`src/rtl/spi_burst_feeder.sv`:
```
`default_nettype none
// ============================================================================
// Module   : spi_burst_feeder
// Brief    : Host-side byte FIFO feeding an SPI master as one chip-select
//            burst. Issues byte count plus DV-pulsed bytes paced by the
//            master's ready, forwards returned MISO bytes, flags completion.
// Revision : 1.0 - initial release
// ============================================================================
module spi_burst_feeder #(
  parameter int MAX_BYTES_PER_CS = 2,
  parameter int FIFO_DEPTH       = 8,
  localparam int CW = $clog2(MAX_BYTES_PER_CS + 1),
  localparam int AW = $clog2(FIFO_DEPTH)
) (
  input  logic          i_Clk,
  input  logic          i_Rst_L,
  input  logic          i_Wr_DV,
  input  logic [7:0]    i_Wr_Byte,
  output logic          o_Wr_Ready,
  output logic [AW:0]   o_Fifo_Count,
  input  logic          i_Burst_Start,
  input  logic [CW-1:0] i_Burst_Len,
  output logic          o_Busy,
  output logic [CW-1:0] o_TX_Count,
  output logic [7:0]    o_TX_Byte,
  output logic          o_TX_DV,
  input  logic          i_TX_Ready,
  input  logic          i_RX_DV,
  input  logic [7:0]    i_RX_Byte,
  output logic          o_RX_DV,
  output logic [7:0]    o_RX_Byte,
  output logic          o_Burst_Done,
  output logic          o_Burst_Err
);

  // Width wide enough to compare a burst length against the FIFO fill level
  localparam int XW = (CW > AW + 1) ? CW : AW + 1;

  typedef enum logic [2:0] {
    IDLE     = 3'd0,
    ISSUE    = 3'd1,
    WAIT_RX  = 3'd2,
    WAIT_RDY = 3'd3,
    DONE     = 3'd4
  } state_t;

  state_t        state;
  state_t        state_nxt;

  logic [7:0]    mem [FIFO_DEPTH];
  logic [AW-1:0] wr_ptr;
  logic [AW-1:0] rd_ptr;
  logic [CW-1:0] remaining;
  logic [CW-1:0] rx_cnt;

  logic          full;
  logic          push;
  logic          pop;
  logic          load;
  logic          reject;
  logic          rx_take;
  logic          go_done;
  logic          len_ok;

  // FIFO status; a full FIFO still accepts a write in a cycle where the head
  // is being popped, so the slot being freed is reused and nothing is lost
  always_comb begin
    full       = (o_Fifo_Count == (AW + 1)'(FIFO_DEPTH));
    o_Wr_Ready = !full || pop;
    push       = i_Wr_DV && o_Wr_Ready;
    len_ok     = (i_Burst_Len != '0) &&
                 (32'(i_Burst_Len) <= 32'(MAX_BYTES_PER_CS)) &&
                 (XW'(i_Burst_Len) <= XW'(o_Fifo_Count));
    o_Busy     = (state != IDLE);
  end

  // Burst FSM state register
  always_ff @(posedge i_Clk or negedge i_Rst_L) begin
    if (!i_Rst_L) state <= IDLE;
    else          state <= state_nxt;
  end

  // Burst FSM next state and per-cycle control strobes
  always_comb begin
    state_nxt = state;
    pop       = 1'b0;
    load      = 1'b0;
    reject    = 1'b0;
    rx_take   = 1'b0;
    go_done   = 1'b0;
    case (state)
      IDLE: begin
        if (i_Burst_Start) begin
          if (len_ok) begin
            load      = 1'b1;
            state_nxt = ISSUE;
          end else begin
            reject    = 1'b1;
          end
        end
      end
      ISSUE: begin
        if (i_TX_Ready && (remaining != '0)) begin
          pop       = 1'b1;
          state_nxt = WAIT_RX;
        end
      end
      WAIT_RX: begin
        if (i_RX_DV) begin
          rx_take = 1'b1;
          if ((rx_cnt + CW'(1)) == o_TX_Count) begin
            go_done   = 1'b1;
            state_nxt = DONE;
          end else begin
            state_nxt = WAIT_RDY;
          end
        end
      end
      WAIT_RDY: begin
        // Master must re-raise ready after its RX DV before the next byte
        if (i_TX_Ready) state_nxt = ISSUE;
      end
      DONE: begin
        state_nxt = IDLE;
      end
      default: begin
        state_nxt = IDLE;
      end
    endcase
  end

  // FIFO storage; pointers alone define contents, so no reset is needed
  always_ff @(posedge i_Clk) begin
    if (push) mem[wr_ptr] <= i_Wr_Byte;
  end

  // FIFO pointers/count, TX/RX output registers and burst bookkeeping
  always_ff @(posedge i_Clk or negedge i_Rst_L) begin
    if (!i_Rst_L) begin
      wr_ptr       <= '0;
      rd_ptr       <= '0;
      o_Fifo_Count <= '0;
      o_TX_Count   <= '0;
      o_TX_Byte    <= '0;
      o_TX_DV      <= 1'b0;
      o_RX_DV      <= 1'b0;
      o_RX_Byte    <= '0;
      o_Burst_Done <= 1'b0;
      o_Burst_Err  <= 1'b0;
      remaining    <= '0;
      rx_cnt       <= '0;
    end else begin
      if (push) wr_ptr <= wr_ptr + AW'(1);
      if (pop)  rd_ptr <= rd_ptr + AW'(1);

      case ({push, pop})
        2'b10:   o_Fifo_Count <= o_Fifo_Count + (AW + 1)'(1);
        2'b01:   o_Fifo_Count <= o_Fifo_Count - (AW + 1)'(1);
        default: o_Fifo_Count <= o_Fifo_Count;
      endcase

      o_TX_DV <= pop;
      if (pop) begin
        o_TX_Byte <= mem[rd_ptr];
        remaining <= remaining - CW'(1);
      end

      if (load) begin
        o_TX_Count <= i_Burst_Len;
        remaining  <= i_Burst_Len;
        rx_cnt     <= '0;
      end else if (state == DONE) begin
        o_TX_Count <= '0;
      end

      if (rx_take) begin
        rx_cnt    <= rx_cnt + CW'(1);
        o_RX_Byte <= i_RX_Byte;
      end
      o_RX_DV      <= rx_take;
      o_Burst_Done <= go_done;
      o_Burst_Err  <= reject;
    end
  end

endmodule
`default_nettype wire

```
`config.mk`:
```
export PLATFORM = sky130hd
export DESIGN_NAME = spi_burst_feeder
export DESIGN_NICKNAME = d
export VERILOG_FILES = /design/src/rtl/spi_burst_feeder.sv
export SDC_FILE = /design/constraint.sdc
export NUM_CORES = 1
export LEC_CHECK = 0
export CAP_MARGIN = 10
export CORE_UTILIZATION = 45
export CTS_BUF_LIST = sky130_fd_sc_hd__clkbuf_4
export DETAILED_ROUTE_END_ITERATION = 6
export DONT_BUFFER_PORTS = 1
export SYNTH_ARGS = -nofsm -noshare
export SYNTH_HDL_FRONTEND = slang
export SYNTH_SLANG_ARGS = --single-unit
```
`constraint.sdc`:
```
create_clock -name i_Clk -period 7.5 [get_ports i_Clk]
set_clock_uncertainty 0.1 [all_clocks]
set_input_delay 1.875 -clock i_Clk [delete_from_list [all_inputs] [get_ports i_Clk]]
set_output_delay 1.875 -clock i_Clk [all_outputs]
set_load 0.02 [all_outputs]
```
Word-level counts from Yosys, hierarchy flattened
Memory sizes are Yosys's and may differ from the RTL's. A register that Yosys moved wholly into a read port is not among the register bits. Index checks and enable logic that the tools add are counted. W data, S select, Z words.

Bits in registers: 31. Bits in writable memories: 64. Output and inout bits: 28. Memories: 1.

Add/sub/neg operators: 6. Magnitude comparators: 2. Equality and inequality tests: 13. Multiplexer cells: 29. Reduce and logical (&&, ||, !) cells: 16.

Memory list: mem (depth 8, bits a word 8, read ports 1, clocked after memory_dff 1, wr ports 1, RTL line 50) `logic [7:0] mem [FIFO_DEPTH];`.

Operator list (number): $mux W3 (6); $mux W1 (15); $mux W2 (6); $pmux W3 S4 (1); $reduce_bool A2 Y1 (6); $ne A2 B2 Y1 const B (5); $pmux W4 S2 (1); $add A3 B1 Y3 const B (2); $eq A3 B2 Y1 const B (2); $reduce_and A5 Y1 (1); $add A4 B1 Y4 const B (1); $eq A4 B4 Y1 const B (1); $le A2 B4 Y1 (1); $logic_and A1 B1 Y1 (4); $sub A4 B1 Y4 const B (1); $eq A3 B1 Y1 const B (1); $eq A3 B3 Y1 const B (1); $logic_not A3 Y1 (1); $reduce_bool A3 Y1 (1); $add A2 B1 Y2 const B (1); $eq A2 B1 Y1 const B (1); $eq A2 B2 Y1 (1); $eq A2 B2 Y1 const B (1); $le A2 B2 Y1 const B (1); other kinds (3) (4).

Depth between registers and ports, before layout
Gate-level depths: netlist (run 1).

Depth in word-level cells: 8. Mapped depth: 9.

Worst setup path after synthesis (run 1)
OpenSTA, ideal clock, no wires.

Path type: input port to output port. Start: input i_TX_Ready. End: output o_Wr_Ready. Arrival: 3.008 ns. Path slack: 2.517 ns. Stages on the path: 5. Cell sequence: or3b_4 -> or2_1 -> buf_6 -> clkbuf_1 -> nand3_1.

Cells in the longest elaborated chain, start to end: 4.

Ends and longest elaborated chain: from (decl) (RTL line 27) `input logic i_TX_Ready,`; $logic_and A1 B1 Y1 (RTL line 103) `if (i_TX_Ready && (remaining != '0)) begin`; $mux W1 (RTL line 103); $mux W1 (RTL line 91) `case (state)`; $logic_or A1 B1 Y1 (RTL line 69) `o_Wr_Ready = !full || pop;`; to (decl) (RTL line 19) `output logic o_Wr_Ready,`.

No other way between the ends.

Final worst setup path (run 1)
Ends and elaborated chain as after synthesis.

==> implementation parameters, run 1 <==
Parameter                              Value

Global routing
  Initial antenna violation count    0
  First-pass GRT wire length    11.8 mm
  Via count of the first global-routing pass    ~2,300
  Overflow left after global routing    0
  Total routing usage reported by global routing    16.5%
  Maximum number of pins on one net before global-route repair    40

Clock tree
  Clk Latency, worst-skew pair    around 0.45 ns
  Clock Pin Slew Worst Setup and Hold Paths    0.15 ns
  Clock buffers created by TritonCTS    9
  Maximum level of the CTS H-tree    3
  Clock Tree Root    clkbuf_4
  Maximum clock path buffer count    2
  Post-CTS setup-driven buffer insertion count    0
  Number of hold buffers added after CTS    0
  TritonCTS Sinks    103
  Post-CTS sizing    0
  Clock tree from TritonCTS    yes

Yosys
  Asr flop ratio synth    37.9%
  Part of the Yosys area used for sequential elements    68.5%
  Yosys reg bits    103
  Synthesized netlist net count    roughly 300
  Summed instance area of the synthesized netlist    4230 µm²
  Distinct cell type count of the synthesized netlist    between 40 and 50
  Number of instances in the synthesized netlist    273
  Number of warnings printed during yosys synthesis    0
  Synthesized area per cell    15.5 µm²
  Predominant post-synthesis flop cell    edfxtp_1
  Number of synthesized flops with an enable pin    64

Timing
  Final worst path period share    70.0%
  Setup TNS Final    0 ns
  Peak Freq    0.190 GHz
  Min cycle time layout    5.25 ns
  Setup violation total in the final timing report    0
  Worst Hold Slack    0.484 ns
  Actual transition at the worst max-transition pin    1.11 ns
  Slew HR    26.1%
  Final hold violation count    0
  Setup repair after global routing missed its margin    false
  Total count of max-transition violations in the final report    0

Worst setup path
  Bufs and invs on worst path    0
  Startpoint Class    input port
  CP cell instances    or3b_4, or2_1, nand3_1
  Maximum fanout along the worst path    24
  Endpoint class of the critical path    primary output
  Slowest stage cell, crit path    or2_1
  Family of cells with the greatest summed delay on the critical path    simple AND/OR/NAND/NOR gates
  Highest cell delay on the worst timing path    0.75 ns
  Crit path required time    5.53 ns
  Critical setup path kind    input port to primary output
  Critical path arrival    3.28 ns

Drt
  Final routed wirelength across all metal layers    7.40 mm
  Drt drc    0
  Antenna-violating nets left    0
  Average wire per cell in the routed design    18.8 µm
  Number of design-rule violations left by the first detailed-router iteration    66
  Number of vias after detailed routing    2,155
  Via count normalized by instance count    around 5.5
  Number of detailed-route iterations in the first pass    4

Final layout
  Fraction of final layout cells sized beyond drive strength 1    14.5%
  Area used by multi-input combinational logic    around 1200 µm²
  Leading cell type in the layout, fill and taps excluded    edfxtp_1
  Most frequent cells in the layout    64 x edfxtp_1, 43 x nand2_1, 39 x dfrtp_1
  Final net count    308
  Sequential cell area    2900 µm²
  Layout Utilization    around half
  Layout filler cell count    782
  Area growth, synth to finish    5.74%
  Number of antenna cells inserted    0

Run
  Number of violations of the max-capacitance limit    0

Power and ir drop
  Worst IR Drop VDD    135 µV
  Fraction of power spent switching nets    36.8%
  Switching power    615 µW
  Part of the total power dissipated in sequential elements    58.8%
  Power per standard cell area    374 nW/µm²
  Relative contribution of the clock network to total power    15.4%
  Leakage power summed over all cells    roughly 1.7 nW
  Cell-internal power    ~1.1 mW
  Portion of total power attributed to combinational logic    25.8%

Placement
  GP Congestion    0.737
  Final HPWL from detailed placement    slightly below 5 mm
  Buffers on Ports    0

Floorplanning
  Die Area    9790 µm²
  Number of core rows    35
  I/O pin cnt    52
  Die Width    98.9 µm
  Chip Height    98.9 µm
  Core region area    9150 µm²
  Starting Density    46.2%

Min path
  Class of the tightest hold or removal check    flip-flop to flip-flop

Status
  Outcome    finished, final reports clean
power by group through the flow:
stage / clock (mW) / combinational [mW] / sequential (mW)
after CTS: 0.267 / 0.441 / 0.991
after detailed placement: 0 / 0.439 / 1.00
after global routing: 0.284 / 0.486 / 1.01
after floorplan: 0 / 0.413 / 0.911
after global placement: 0 / 0.433 / 1.00
final: 0.256 / 0.431 / 0.983
state kept, by name (all words and copies together) (netlist names), 2 cells and up:
register / cells
o_RX_Byte: 8
o_Fifo_Count: 4
o_TX_Count: 2
state: 3
rx_cnt: 2
o_TX_Byte: 8
remaining: 2
mem: 64
rd_ptr: 3
wr_ptr: 3
final cells by class:
type | instances | share of cell area (%)
clock inverter | 6 | 0.980
sequential | 103 | 64.8
multi-input combinational | 153 | 27.8
timing repair buffer | 5 | 0.840
clock buffer | 10 | 1.68
tap | 111 | 3.11
inverter | 6 | 0.784
kinds of logic after synthesis:
family          synth area share (%)
buf+inv                         2.07
compound gates                  4.50
mux                             11.7
fa+ha+maj                       1.78
xor+xnor                        2.28
flops                           68.5
simple gates                    9.09
path summary, 6_finish.rpt:
check	startpoint	to	slack, ns	cells after the start
worst min-delay path	rx_cnt[0]	rx_cnt[0]	0.48	2
worst max register to register	remaining[0]	mem[5][4]	4.40	7
min in group asynchronous	i_Rst_L	o_Fifo_Count[2]	0.99	0
worst max-delay path	i_TX_Ready	o_Wr_Ready	2.25	3
worst min register to register	rx_cnt[0]	rx_cnt[0]	0.48	2
max in group asynchronous	i_Rst_L	o_TX_Byte[1]	6.20	0
Yosys cell counts, types with 2 or more instances:
library cell   n  share of area, %
nand3b_1       2              0.36
dfrtp_1       39                23
nor3_1         8              0.95
buf_2          3              0.36
a21oi_1        3              0.36
mux4_2        16               8.5
xnor2_1       10               2.1
nor3b_1        2              0.36
edfxtp_1      64                45
nand2b_1       3              0.44
or3_1          3              0.44
clkbuf_1       6              0.53
mux2i_1       11               2.6
nor2_1         9              0.80
inv_1          4              0.36
o21ai_0       10               1.2
ha_1           6               1.8
o211ai_1       2              0.36
a32o_1         2              0.47
nor2b_1        4              0.59
nand2_1       43               3.8
metrics by stage:
stage	power (mW)	setup slack, ns	area, µm²	cells
after floorplan	1.32	2.52	4230	273
after CTS	1.70	2.21	4470	394
final	1.67	2.25	4470	394
after global placement	1.43	2.25	4350	378
after detailed placement	1.44	2.21	4350	378
after global routing	1.78	2.11	4470	394
tightest hold or removal path, delay by kind of cell (launching register included):
family / cells / cell delay (ns)
DFF: 1 / 0.44
AOI/OAI and AO/OA: 1 / 0.05
and+or+nand+nor: 1 / 0.07
routing by layer:
metal / part of all wire, % / global-route usage (%) / wire length [µm]
met5: 0 / 0 / 0
met4: 1.6 / 6.89 / 119
met3: 4.8 / 4.68 / 355
met2: 52 / 29.4 / 3880
met1: 41 / 18.6 / 3040
(Power assumes the default switching activity.)
==> run 2, diff against run 1 <==
==> constraint.sdc (replaced) <==
create_clock -name i_Clk -period 5.3 [get_ports i_Clk]
set_clock_uncertainty 0.1 [all_clocks]
set_input_delay 1.325 -clock i_Clk [delete_from_list [all_inputs] [get_ports i_Clk]]
set_output_delay 1.325 -clock i_Clk [all_outputs]
set_load 0.02 [all_outputs]
==> run 2 against run 1 <==
Largest cell class unchanged. Critical path depth unchanged. Total power up 41%. Wire length down 2.5%. Clock-buffer cell count unchanged. Critical endpoint unchanged. Global-route usage about the same. Utilization down 0.068 points. Setup slack worse by 1.1 ns.
==> implementation parameters, run 2 (synthesis results as in run 1) <==
Parameter                              Value

Floorplanning
  Number of core rows    35 (unchanged)
  Die Area    9790 µm² (unchanged)
  I/O pin cnt    52 (unchanged)
  Core region area    9150 µm² (unchanged)
  Die Width    98.9 µm (unchanged)
  Starting Density    46.2% (unchanged)
  Chip Height    98.9 µm (unchanged)

Worst setup path
  Maximum fanout along the worst path    24 (unchanged)
  Startpoint Class    input port
  RR Startpoint    remaining[0]
  Bufs and invs on worst path    0 (unchanged)
  CP cell instances    or3b_4, or2_1, nand3_1
  Worst-case reg-to-reg path depth    7 (unchanged)
  Crit path required time    3.88 ns (-1.65 ns)
  Family of cells with the greatest summed delay on the critical path    simple AND/OR/NAND/NOR gates
  Critical setup path kind    input port to primary output
  Critical path arrival    2.69 ns (-0.59 ns)
  Slowest stage cell, crit path    or2_1
  Endpoint of the worst register-to-register path    mem[7][7]
  Worst reg-to-reg setup slack    2.26 ns (-2.14 ns)
  Highest cell delay on the worst timing path    0.72 ns (-0.03 ns)
  Endpoint class of the critical path    primary output

Drt
  Uppermost signal routing layer after detailed routing    met4
  Wire length on met2    3.45 mm (-11%)
  Number of vias after detailed routing    2,195 (+1.9%)
  Via count normalized by instance count    5.57 (+1.9%)
  Total routed wire length on the met1 layer    3.22 mm (+5.9%)
  Drt drc    0 (unchanged)
  Average wire per cell in the routed design    18.3 µm (-2.5%)
  Final routed wirelength across all metal layers    7.21 mm (-2.5%)
  Number of design-rule violations left by the first detailed-router iteration    93 (+41%)
  Antenna-violating nets left    0 (unchanged)
  WL met3    450 µm (+27%)
  Number of detailed-route iterations in the first pass    4 (unchanged)

Final layout
  Post-route non-filler standard cell count    394 (unchanged)
  Area used by multi-input combinational logic    1240 µm² (unchanged)
  Leading cell type in the layout, fill and taps excluded    edfxtp_1
  Sequential cell area    2900 µm² (unchanged)
  Fraction of final layout cells sized beyond drive strength 1    14.5% (unchanged)
  Layout filler cell count    772 (-1.3%)
  Leading registers by flop count    mem x64, o_RX_Byte x8, o_TX_Byte x8
  Area growth, synth to finish    5.59%
  Number of antenna cells inserted    0 (unchanged)
  Final net count    308 (unchanged)
  Most frequent cells in the layout    64 x edfxtp_1, 43 x nand2_1, 39 x dfrtp_1
  Register with the most flip-flops    mem
  Layout Cell Area excl Fill    4460 µm² (-0.14%)
  Layout Utilization    48.8% (-0.068 points)
  Flip-flop count of the largest register, all copies and words added    64 (unchanged)

Power and ir drop
  Power per standard cell area    526 nW/µm² (+41%)
  Fraction of power spent switching nets    36.5% (-0.33 points)
  Sum of internal, switching and leakage power    2.35 mW (+41%)
  Relative contribution of the clock network to total power    14.8% (-0.6 points)
  Cell-internal power    1.49 mW (+41%)
  Portion of total power attributed to combinational logic    26.0% (+0.2 points)
  Switching power    857 µW (+39%)
  Leakage power summed over all cells    1.68 nW (+0.59%)
  Worst IR Drop VDD    231 µV (+71%)
  Part of the total power dissipated in sequential elements    59.2% (+0.4 points)

Clock tree
  Clock Pin Slew Worst Setup and Hold Paths    0.14 ns (about the same)
  Post-CTS sizing    0 (unchanged)
  TritonCTS Sinks    103 (unchanged)
  Post-CTS setup-driven buffer insertion count    0 (unchanged)
  Number of hold buffers added after CTS    0 (unchanged)
  Maximum clock path buffer count    2 (unchanged)
  Clock Tree Root    clkbuf_4
  Clock buffers created by TritonCTS    9 (unchanged)
  Clk Latency, worst-skew pair    0.42 ns (-0.03 ns)
  Clock tree from TritonCTS    yes
  Maximum level of the CTS H-tree    3 (unchanged)

Timing
  Final worst path period share    between 70% and 80%
  Actual transition at the worst max-transition pin    1.12 ns (+0.0109 ns)
  Setup violation total in the final timing report    0 (unchanged)
  Total count of max-transition violations in the final report    0 (unchanged)
  Setup TNS Final    0 ns (unchanged)
  Min cycle time layout    4.12 ns
  Final hold violation count    0 (unchanged)
  Peak Freq    0.243 GHz
  Slew HR    25.4% (-0.72 points)
  Setup repair after global routing missed its margin    false

Min path
  Class of the tightest hold or removal check    input port to asynchronous set/reset pin

Status
  Outcome    finished, final reports clean

Global routing
  Initial antenna violation count    0 (unchanged)
  Maximum number of pins on one net before global-route repair    40 (unchanged)
  Total routing usage reported by global routing    16.5% (-0.036 points)
  Via count of the first global-routing pass    2,289 (-0.26%)
  Overflow left after global routing    0 (unchanged)
  First-pass GRT wire length    11.8 mm (+0.65%)

Placement
  GP Congestion    0.730 (-0.91%)
  Final HPWL from detailed placement    4.91 mm (+0.87%)
  Buffers on Ports    0 (unchanged)
  Total placed cells including tap cells    378 (unchanged)
  Area after DPL    4350 µm² (unchanged)

Run
  Number of violations of the max-capacitance limit    0 (unchanged)
[run 2: per-stage QoR]
step | hold WS [ns] | worst slack (ns)
final | 0.469 | 1.18
after CTS | 0.426 | 1.14
after detailed placement | 0.472 | 1.14
after global placement | 0.450 | 1.17
after global routing | 0.417 | 1.06
after floorplan | 0.427 | 1.42
[run 2: metal layers]
| metal | vias up | global-route usage, % |
|---|---|---|
| met3 | 12 | 5.82 |
| met5 | - | 0 |
| met4 | 0 | 5.17 |
| met1 | 1090 | 21.1 |
| li1 | 1027 | - |
| met2 | 66 | 26.4 |
[run 2: power by group through the flow]
stage / sequential [mW] / clock, mW / combinational (mW)
2_1_floorplan: 1.29 / 0 / 0.584
3_3_place_gp: 1.42 / 0 / 0.608
3_5_place_dp: 1.42 / 0 / 0.621
4_1_cts: 1.40 / 0.362 / 0.623
5_1_grt: 1.44 / 0.390 / 0.691
6_report: 1.39 / 0.347 / 0.612
[run 2: worst max path at each step]
stage	start	end	slack [ns]	depth (start not counted)
detailed placement	i_TX_Ready	o_Wr_Ready	1.14	3
global placement	i_TX_Ready	o_Wr_Ready	1.17	3
finish	i_TX_Ready	o_Wr_Ready	1.18	3
CTS	i_TX_Ready	o_Wr_Ready	1.14	3
global route	i_TX_Ready	o_Wr_Ready	1.06	3
floorplan	i_TX_Ready	o_Wr_Ready	1.42	5
[run 2: layout make-up]
class | count | area share [%]
clock buffers | 10 | 1.68
clock inverters | 6 | 0.841
inverters | 6 | 0.785
multi-input cells | 153 | 27.8
flip-flops and latches | 103 | 64.9
well taps | 111 | 3.11
repair buffers | 5 | 0.841
